$ cat config.mk
export PLATFORM = sky130hd
export DESIGN_NAME = dmadd_seq
export DESIGN_NICKNAME = d
export VERILOG_FILES = /design/src/rtl/dmadd_seq.sv
export SDC_FILE = /design/constraint.sdc
export NUM_CORES = 1
export LEC_CHECK = 0
export ABC_AREA = 1
export CAP_MARGIN = 15
export CORE_MARGIN = 2
export CORE_UTILIZATION = 47
export DETAILED_ROUTE_END_ITERATION = 12
export PLACE_DENSITY_LB_ADDON = 0.05
export SLEW_MARGIN = 20
export SYNTH_ARGS = -nofsm -noshare
export SYNTH_HDL_FRONTEND = slang
export SYNTH_SLANG_ARGS = --single-unit
$ cat constraint.sdc
create_clock -name clk -period 4.1 [get_ports clk]
set_input_delay 0.82 -clock clk [delete_from_list [all_inputs] [get_ports clk]]
set_output_delay 0.82 -clock clk [all_outputs]
set_load 0.02 [all_outputs]
$ cat src/rtl/dmadd_seq.sv
// dmadd_seq: job sequencer for one DMADD delta/min/max datapath.
// Takes an op plus a stream of index/data load beats and drives DMADD
// through clear/init/load/run. It then returns the 8-bit result over
// a valid/ready handshake. Every output comes straight from a flop.
module dmadd_seq #(
  parameter int RUN_MAX = 24,
  parameter int CNT_W   = 5
) (
  input  logic             clk,
  input  logic             rst,
  input  logic             start,
  input  logic [1:0]       op,
  input  logic             abort,
  input  logic             cmd_valid,
  output logic             cmd_ready,
  input  logic [3:0]       cmd_index,
  input  logic [3:0]       cmd_data,
  input  logic             cmd_last,
  output logic             res_valid,
  input  logic             res_ready,
  output logic [7:0]       res_data,
  output logic             res_timeout,
  output logic             busy,
  output logic             dm_rst_n,
  output logic [1:0]       dm_insn,
  output logic             dm_load,
  output logic             dm_run,
  output logic [3:0]       dm_index,
  output logic [3:0]       dm_data,
  input  logic [7:0]       dm_out,
  input  logic [3:0]       dm_out_top
);

  // ABORT is a CLEAR that goes back to IDLE instead of on to INIT.
  // ISSUE is the cycle that drives the last beat, with cmd_ready already low.
  typedef enum logic [2:0] {
    S_IDLE, S_CLEAR, S_INIT, S_LOAD, S_ISSUE, S_RUN, S_RESULT, S_ABORT
  } state_t;

  localparam logic [1:0] INSN_NOP = 2'b11;

  state_t           state_q, state_d;
  logic [1:0]       op_q, op_d;
  logic [CNT_W-1:0] cnt_q, cnt_d;
  logic [7:0]       res_data_q, res_data_d;
  logic             res_timeout_q, res_timeout_d;
  logic [3:0]       dm_index_q, dm_index_d;
  logic [3:0]       dm_data_q, dm_data_d;
  logic             dm_rst_n_q, dm_rst_n_d;
  logic [1:0]       dm_insn_q, dm_insn_d;
  logic             dm_load_q, dm_load_d;
  logic             dm_run_q, dm_run_d;
  logic             cmd_ready_q, cmd_ready_d;
  logic             res_valid_q, res_valid_d;
  logic             busy_q, busy_d;
  logic             beat;
  logic [1:0]       init_code;

  // MIN initialises to 00; MAX and MADD both initialise with 01.
  assign init_code = (op_q == 2'b00) ? 2'b00 : 2'b01;

  // Next-state, beat capture, run counter and result capture.
  always_comb begin
    state_d       = state_q;
    op_d          = op_q;
    cnt_d         = cnt_q;
    res_data_d    = res_data_q;
    res_timeout_d = res_timeout_q;
    dm_index_d    = dm_index_q;
    dm_data_d     = dm_data_q;
    beat          = 1'b0;
    if (abort && state_q != S_IDLE) begin
      state_d = S_ABORT;
    end else begin
      case (state_q)
        S_IDLE: begin
          if (start && !abort && op != 2'b11) begin
            state_d = S_CLEAR;
            op_d    = op;
            cnt_d   = '0;
          end
        end
        S_CLEAR: state_d = S_INIT;
        S_INIT:  state_d = S_LOAD;
        S_LOAD: begin
          if (cmd_valid) begin
            beat       = 1'b1;
            dm_index_d = cmd_index;
            dm_data_d  = cmd_data;
            if (cmd_last) state_d = S_ISSUE;
          end
        end
        S_ISSUE: state_d = S_RUN;
        S_RUN: begin
          cnt_d = cnt_q + CNT_W'(1);
          // A datapath that stops on the same cycle as the limit still counts as done.
          if (dm_out_top == 4'd0) begin
            state_d       = S_RESULT;
            res_data_d    = dm_out;
            res_timeout_d = 1'b0;
          end else if (cnt_d == CNT_W'(RUN_MAX)) begin
            state_d       = S_RESULT;
            res_data_d    = dm_out;
            res_timeout_d = 1'b1;
          end
        end
        S_RESULT: if (res_ready) state_d = S_IDLE;
        S_ABORT:  state_d = S_IDLE;
        default:  state_d = S_IDLE;
      endcase
    end
  end

  // Output decode from the state being entered, so pins line up with state.
  always_comb begin
    dm_rst_n_d  = 1'b1;
    dm_insn_d   = INSN_NOP;
    dm_load_d   = 1'b0;
    dm_run_d    = 1'b0;
    cmd_ready_d = 1'b0;
    res_valid_d = 1'b0;
    busy_d      = (state_d != S_IDLE);
    case (state_d)
      S_CLEAR, S_ABORT: dm_rst_n_d = 1'b0;
      S_INIT:           dm_insn_d  = init_code;
      S_LOAD, S_ISSUE: begin
        cmd_ready_d = (state_d == S_LOAD);
        dm_load_d   = beat;
        // Idle load cycles re-issue init, which leaves DMADD unchanged.
        dm_insn_d   = beat ? op_q : init_code;
      end
      S_RUN: begin
        dm_run_d  = 1'b1;
        dm_insn_d = op_q;
      end
      S_RESULT: res_valid_d = 1'b1;
      default: ;
    endcase
  end

  // State and registered outputs.
  always_ff @(posedge clk) begin
    if (rst) begin
      state_q       <= S_IDLE;
      op_q          <= 2'b00;
      cnt_q         <= '0;
      res_data_q    <= 8'd0;
      res_timeout_q <= 1'b0;
      dm_index_q    <= 4'd0;
      dm_data_q     <= 4'd0;
      dm_rst_n_q    <= 1'b0;
      dm_insn_q     <= INSN_NOP;
      dm_load_q     <= 1'b0;
      dm_run_q      <= 1'b0;
      cmd_ready_q   <= 1'b0;
      res_valid_q   <= 1'b0;
      busy_q        <= 1'b0;
    end else begin
      state_q       <= state_d;
      op_q          <= op_d;
      cnt_q         <= cnt_d;
      res_data_q    <= res_data_d;
      res_timeout_q <= res_timeout_d;
      dm_index_q    <= dm_index_d;
      dm_data_q     <= dm_data_d;
      dm_rst_n_q    <= dm_rst_n_d;
      dm_insn_q     <= dm_insn_d;
      dm_load_q     <= dm_load_d;
      dm_run_q      <= dm_run_d;
      cmd_ready_q   <= cmd_ready_d;
      res_valid_q   <= res_valid_d;
      busy_q        <= busy_d;
    end
  end

  assign cmd_ready   = cmd_ready_q;
  assign res_valid   = res_valid_q;
  assign res_data    = res_data_q;
  assign res_timeout = res_timeout_q;
  assign busy        = busy_q;
  assign dm_rst_n    = dm_rst_n_q;
  assign dm_insn     = dm_insn_q;
  assign dm_load     = dm_load_q;
  assign dm_run      = dm_run_q;
  assign dm_index    = dm_index_q;
  assign dm_data     = dm_data_q;

endmodule

After elaboration in Yosys (flattened, before gate mapping). Cells that the tools add are included.

Register bits: 35. Bits in latches: 0. RAM bits: 0. Memory bits (read-only): 0. Input bits: 29. Logic and storage cells: 75. Memories: 0.

Add/sub/neg operators: 1. $mul: 0. Div/mod/pow operators: 0. $lt $le $gt $ge: 0. Eq/ne operators: 17. Shift operators: 0. Multiplexer cells: 23. Bitwise logic cells: 2. Reduce and logical (&&, ||, !) cells: 18.

Operator list (count): $eq A3 B3 Y1 const B (8); $pmux W3 S8 (1); $mux W3 (7); $mux W8 (2); $eq A3 B2 Y1 const B (4); $reduce_and A3 Y1 (4); $pmux W5 S2 (1); $mux W1 (9); $eq A3 B1 Y1 const B (2); $pmux W2 S3 (1); $reduce_bool A3 Y1 (2); $reduce_or A2 Y1 (3); $add A5 B1 Y5 const B (1); $eq A5 B5 Y1 const B (1); $mux W5 (1); $logic_not A4 Y1 (1); $ne A2 B2 Y1 const B (2); $reduce_bool A2 Y1 (2); $logic_and A1 B1 Y1 (3); $logic_not A3 Y1 (1); $logic_not A2 Y1 (1); $mux W2 (1); $not A1 Y1 (2); $logic_not A1 Y1 (1).

Longest topological paths before layout.
Depth in word-level cells: 10. Mapped depth: 14. Depth with buffers taken out: 14.

Worst setup path before layout. No wires, ideal clock.

Kind: input port to flip-flop. From: input port abort. To: register dm_load_q (netlist: dm_load). Data arrival time: 1.660 ns. Path slack: 2.316 ns. Cell stages on the path: 12. Path through: inv_1 nand2_1 a21oi_1 inv_1 nor2_1 nor2_2 nand3_2 inv_1 nand2_1 nand2_1 nand2_1 nor2_1.

Word-level cells in the longest chain between the ends: 10. Elaborated cells on any way between the ends: 13.

Ends and longest elaborated chain: from (decl) (line 13) `input logic abort,`; $logic_not A1 Y1 (line 77) `if (start && !abort && op != 2'b11) begin`; $logic_and A1 B1 Y1 (2 in a row) (line 77); $mux W3 (line 77); $pmux W3 S8 (line 75) `case (state_q)`; $mux W3 (line 72) `if (abort && state_q != S_IDLE) begin`; $eq A3 B2 Y1 or $eq A3 B3 Y1 (tied branches) (line 123) `case (state_d)`; $reduce_or A2 Y1 (line 123); $not A1 Y1 (no source line); $reduce_or A2 Y1 (no source line); to (signal assigned) (line 168) `dm_load_q <= dm_load_d;`; to (decl) (line 51) `logic dm_load_q, dm_load_d;`.

Several ways; a longest one is shown, not always the timed one. A chain may end at the register's enable or synchronous reset.

Final worst setup path. Same ends and word-level chain as after synthesis.

==> flow_metrics.env <==
export IMPL_cp_data_required_time_ns=4.37
export IMPL_clock_fmax_ghz=0.455
export IMPL_num_io_pins=54
export IMPL_synth_area_leaders="dfxtp_1, nor2_1, nand2_1, inv_1, o21ai_0"
export IMPL_cp_end_kind="register"
export IMPL_core_area_um2=3030
export IMPL_fillerInstances=260
export IMPL_synthDistinctLibCells=24
export IMPL_clockRootBuffer="clkbuf_4"
export IMPL_place_gp_congestion=0.804
export IMPL_worst_slew_pin_slew_ns=0.630
export IMPL_ant_nets=0
export IMPL_multi_input_area_um2=654
export IMPL_vias=1420
export IMPL_synth_area_um2=1490
export IMPL_worst_path_max_fanout=6
export IMPL_setup_tns_ns=0
export IMPL_grt_setup_unrepaired="no"
export IMPL_drt_pre_antenna_iters=4
export IMPL_cap_violations=0
export IMPL_antenna_found_initial=0
export IMPL_clkPwrFrac_pct=21.6
export IMPL_setup_worst_path_start_class="input port"
export IMPL_syn_nets=236
export IMPL_p_leak_nw=0.849
export IMPL_cts_tree="done"
export IMPL_layoutNonFillerInstCount=306
export IMPL_crit_arrival_ns=2.46
export IMPL_diodes=0
export IMPL_crit_type="in2reg"
export IMPL_clock_skew_ns=0.0125
export IMPL_hold_path_class="reg2reg"
export IMPL_rows=20
export IMPL_dieArea_um2=3650
export IMPL_cts_setup_buffers=0
export IMPL_io_buffers=53
export IMPL_wl_mm=3.10
export IMPL_syn_to_final_growth_pct=41.0
export IMPL_numCtsBuffers=5
export IMPL_status="complete, no violations"
export IMPL_pwr_density_cell_nw_per_um2=392
export IMPL_grtUsageTotal_pct=18.2
export IMPL_async_flop_share_pct=0
export IMPL_synth_seq_cells=35
export IMPL_placed_cells=298
export IMPL_p_sw_w=0.000282
export IMPL_min_period_ns=2.20
export IMPL_post_route_drc_count=0
export IMPL_synthCells=206
export IMPL_yosysTopAreaCellShare_pct=46.9
export IMPL_synth_top_area_cell="dfxtp_1"
export IMPL_htree_levels=2
export IMPL_die_h_um=60.4
export IMPL_initial_core_util_pct=49.3
export IMPL_drtIter0Drc=53
export IMPL_grt_max_degree=26
export IMPL_switching_share_pct=34.1
export IMPL_comb_power_share_pct=31.2
export IMPL_fin_crit_sh_pct=53.6
export IMPL_grt_pass1_vias=1198
export IMPL_vias_per_cell=4.64
export IMPL_grt_ovfl_total=0
export IMPL_numClockSinks=35
export IMPL_p_int_w=0.000544
export IMPL_finalSetupViolCount=0
export IMPL_post_cts_resized=0
export IMPL_hold_viol=0
export IMPL_cts_buffer_depth=2
export IMPL_synth_edf_count=0
export IMPL_wl_per_cell_um=10.1
export IMPL_ys_seq_area_share_pct=46.9
export IMPL_layout_nets=291
export IMPL_pwr_share_seq_pct=47.2
export IMPL_avgSynthCellArea_um2=7.25
export IMPL_clk_latency_ns=0.33
export IMPL_place_hpwl_mm=2.31
export IMPL_die_x_um=60.4
export IMPL_drive_gt1_share_pct=8.02
export IMPL_cts_hold_buf=0
export IMPL_max_slew_margin_pct=57.9
export IMPL_synthFlopType="dfxtp_1"
export IMPL_synthTopCellsByCount="dfxtp_1, nor2_1, nand2_1, inv_1, o21ai_0"
export IMPL_grt_first_pass_wirelength_mm=4.98
export IMPL_synth_most_common_cell="dfxtp_1"
export IMPL_peakVddDrop_uv=323
export IMPL_ff_latch_area_um2=701
export IMPL_clk_pin_slew_worst_paths_ns=0.10
export IMPL_ys_warn_count=0
export IMPL_drv_slew=0
## flip-flops by register name, summed over array words and instances, names as in the netlist
signal and flops:
busy 1, cnt_q 5, dm_load 1, res_valid 1
res_data 8, cmd_ready 1, dm_data 4, op_q 2
dm_index 4, dm_rst_n 1, state_q 3, dm_run 1
res_timeout 1, dm_insn 2
## cell families after synthesis
kind of cell | Yosys count | synth area share (%)
buffers and inverters | 35 | 9.30
and+or+nand+nor | 96 | 29.6
adders and majority gates | 1 | 0.837
AOI/OAI and AO/OA | 39 | 13.4
DFF | 35 | 46.9
## layout make-up
type	count	share of cell area [%]
tap	44	2.61
clock inverter	2	0.594
timing repair buffer	53	25.2
clock buffer	6	1.96
inverter	30	5.34
sequential	35	33.3
multi-input combinational	136	31.1
## power by group through the flow
stage / clock network [W] / logic [W] / registers (W)
floorplan: 0 / 0.000146 / 0.000419
global placement: 0 / 0.000259 / 0.000398
detailed placement: 0 / 0.000258 / 0.000397
CTS: 0.000186 / 0.000260 / 0.000390
global route: 0.000198 / 0.000286 / 0.000394
finish: 0.000178 / 0.000258 / 0.000390
## cell usage in the layout (no fill, tap or decap)
cell type / count
dfxtp_1: 35
o2111ai_1: 1
nand2_1: 32
or2_2: 1
a31oi_1: 1
clkinv_1: 1
nor3_4: 1
a21oi_1: 17
o21ai_0: 20
nor2_4: 1
inv_1: 28
clkinvlp_4: 1
clkinv_2: 1
ha_1: 1
nand3_1: 11
clkbuf_4: 5
clkdlybuf4s50_1: 53
nor3_2: 1
nor2_1: 34
nor3_1: 2
nor2_2: 2
nand2_2: 6
nand3_2: 1
clkbuf_1: 1
inv_2: 1
nand4_1: 4
## path summary, 6_finish.rpt
check / start / endpoint / slack [ns] / depth (start not counted)
max: abort / dm_load / 1.90 / 12
min: res_data[5] / res_data[5] / 0.45 / 2
max reg2reg: cnt_q[0] / res_data[4] / 2.19 / 8
min reg2reg: res_data[5] / res_data[5] / 0.45 / 2
## per-stage QoR
stage | setup slack [ns] | util (%) | cell area [µm²] | total power [W] | hold slack [ns]
3_5_place_dp | 1.57 | 67.8 | 2050 | 0.000655 | 0.437
6_report | 1.90 | 69.6 | 2110 | 0.000825 | 0.448
5_1_grt | 1.73 | 69.6 | 2110 | 0.000878 | 0.471
3_3_place_gp | 1.57 | 67.8 | 2050 | 0.000657 | 0.432
2_1_floorplan | 2.32 | - | 1490 | 0.000564 | 0.450
4_1_cts | 1.93 | 69.6 | 2110 | 0.000835 | 0.453
## worst max-delay path, cell delays in order
cell,delay (ns)
clkdlybuf4s50_1,0.50
inv_1,0.11
nand2_1,0.06
a21oi_1,0.12
inv_1,0.05
nor2_1,0.22
nor2_2,0.07
nand3_2,0.13
nand2_1,0.10
nand2_1,0.09
nand2_1,0.06
nor2_1,0.11
## per-layer routing
layer | vias up | track usage [%] | wire (µm)
met3 | 2 | 4.26 | 200
met2 | 37 | 28.7 | 1430
li1 | 769 | - | -
met5 | - | 0 | 0
met4 | 0 | 7.62 | 15
met1 | 612 | 24.0 | 1460
(Power assumes the default switching activity.)
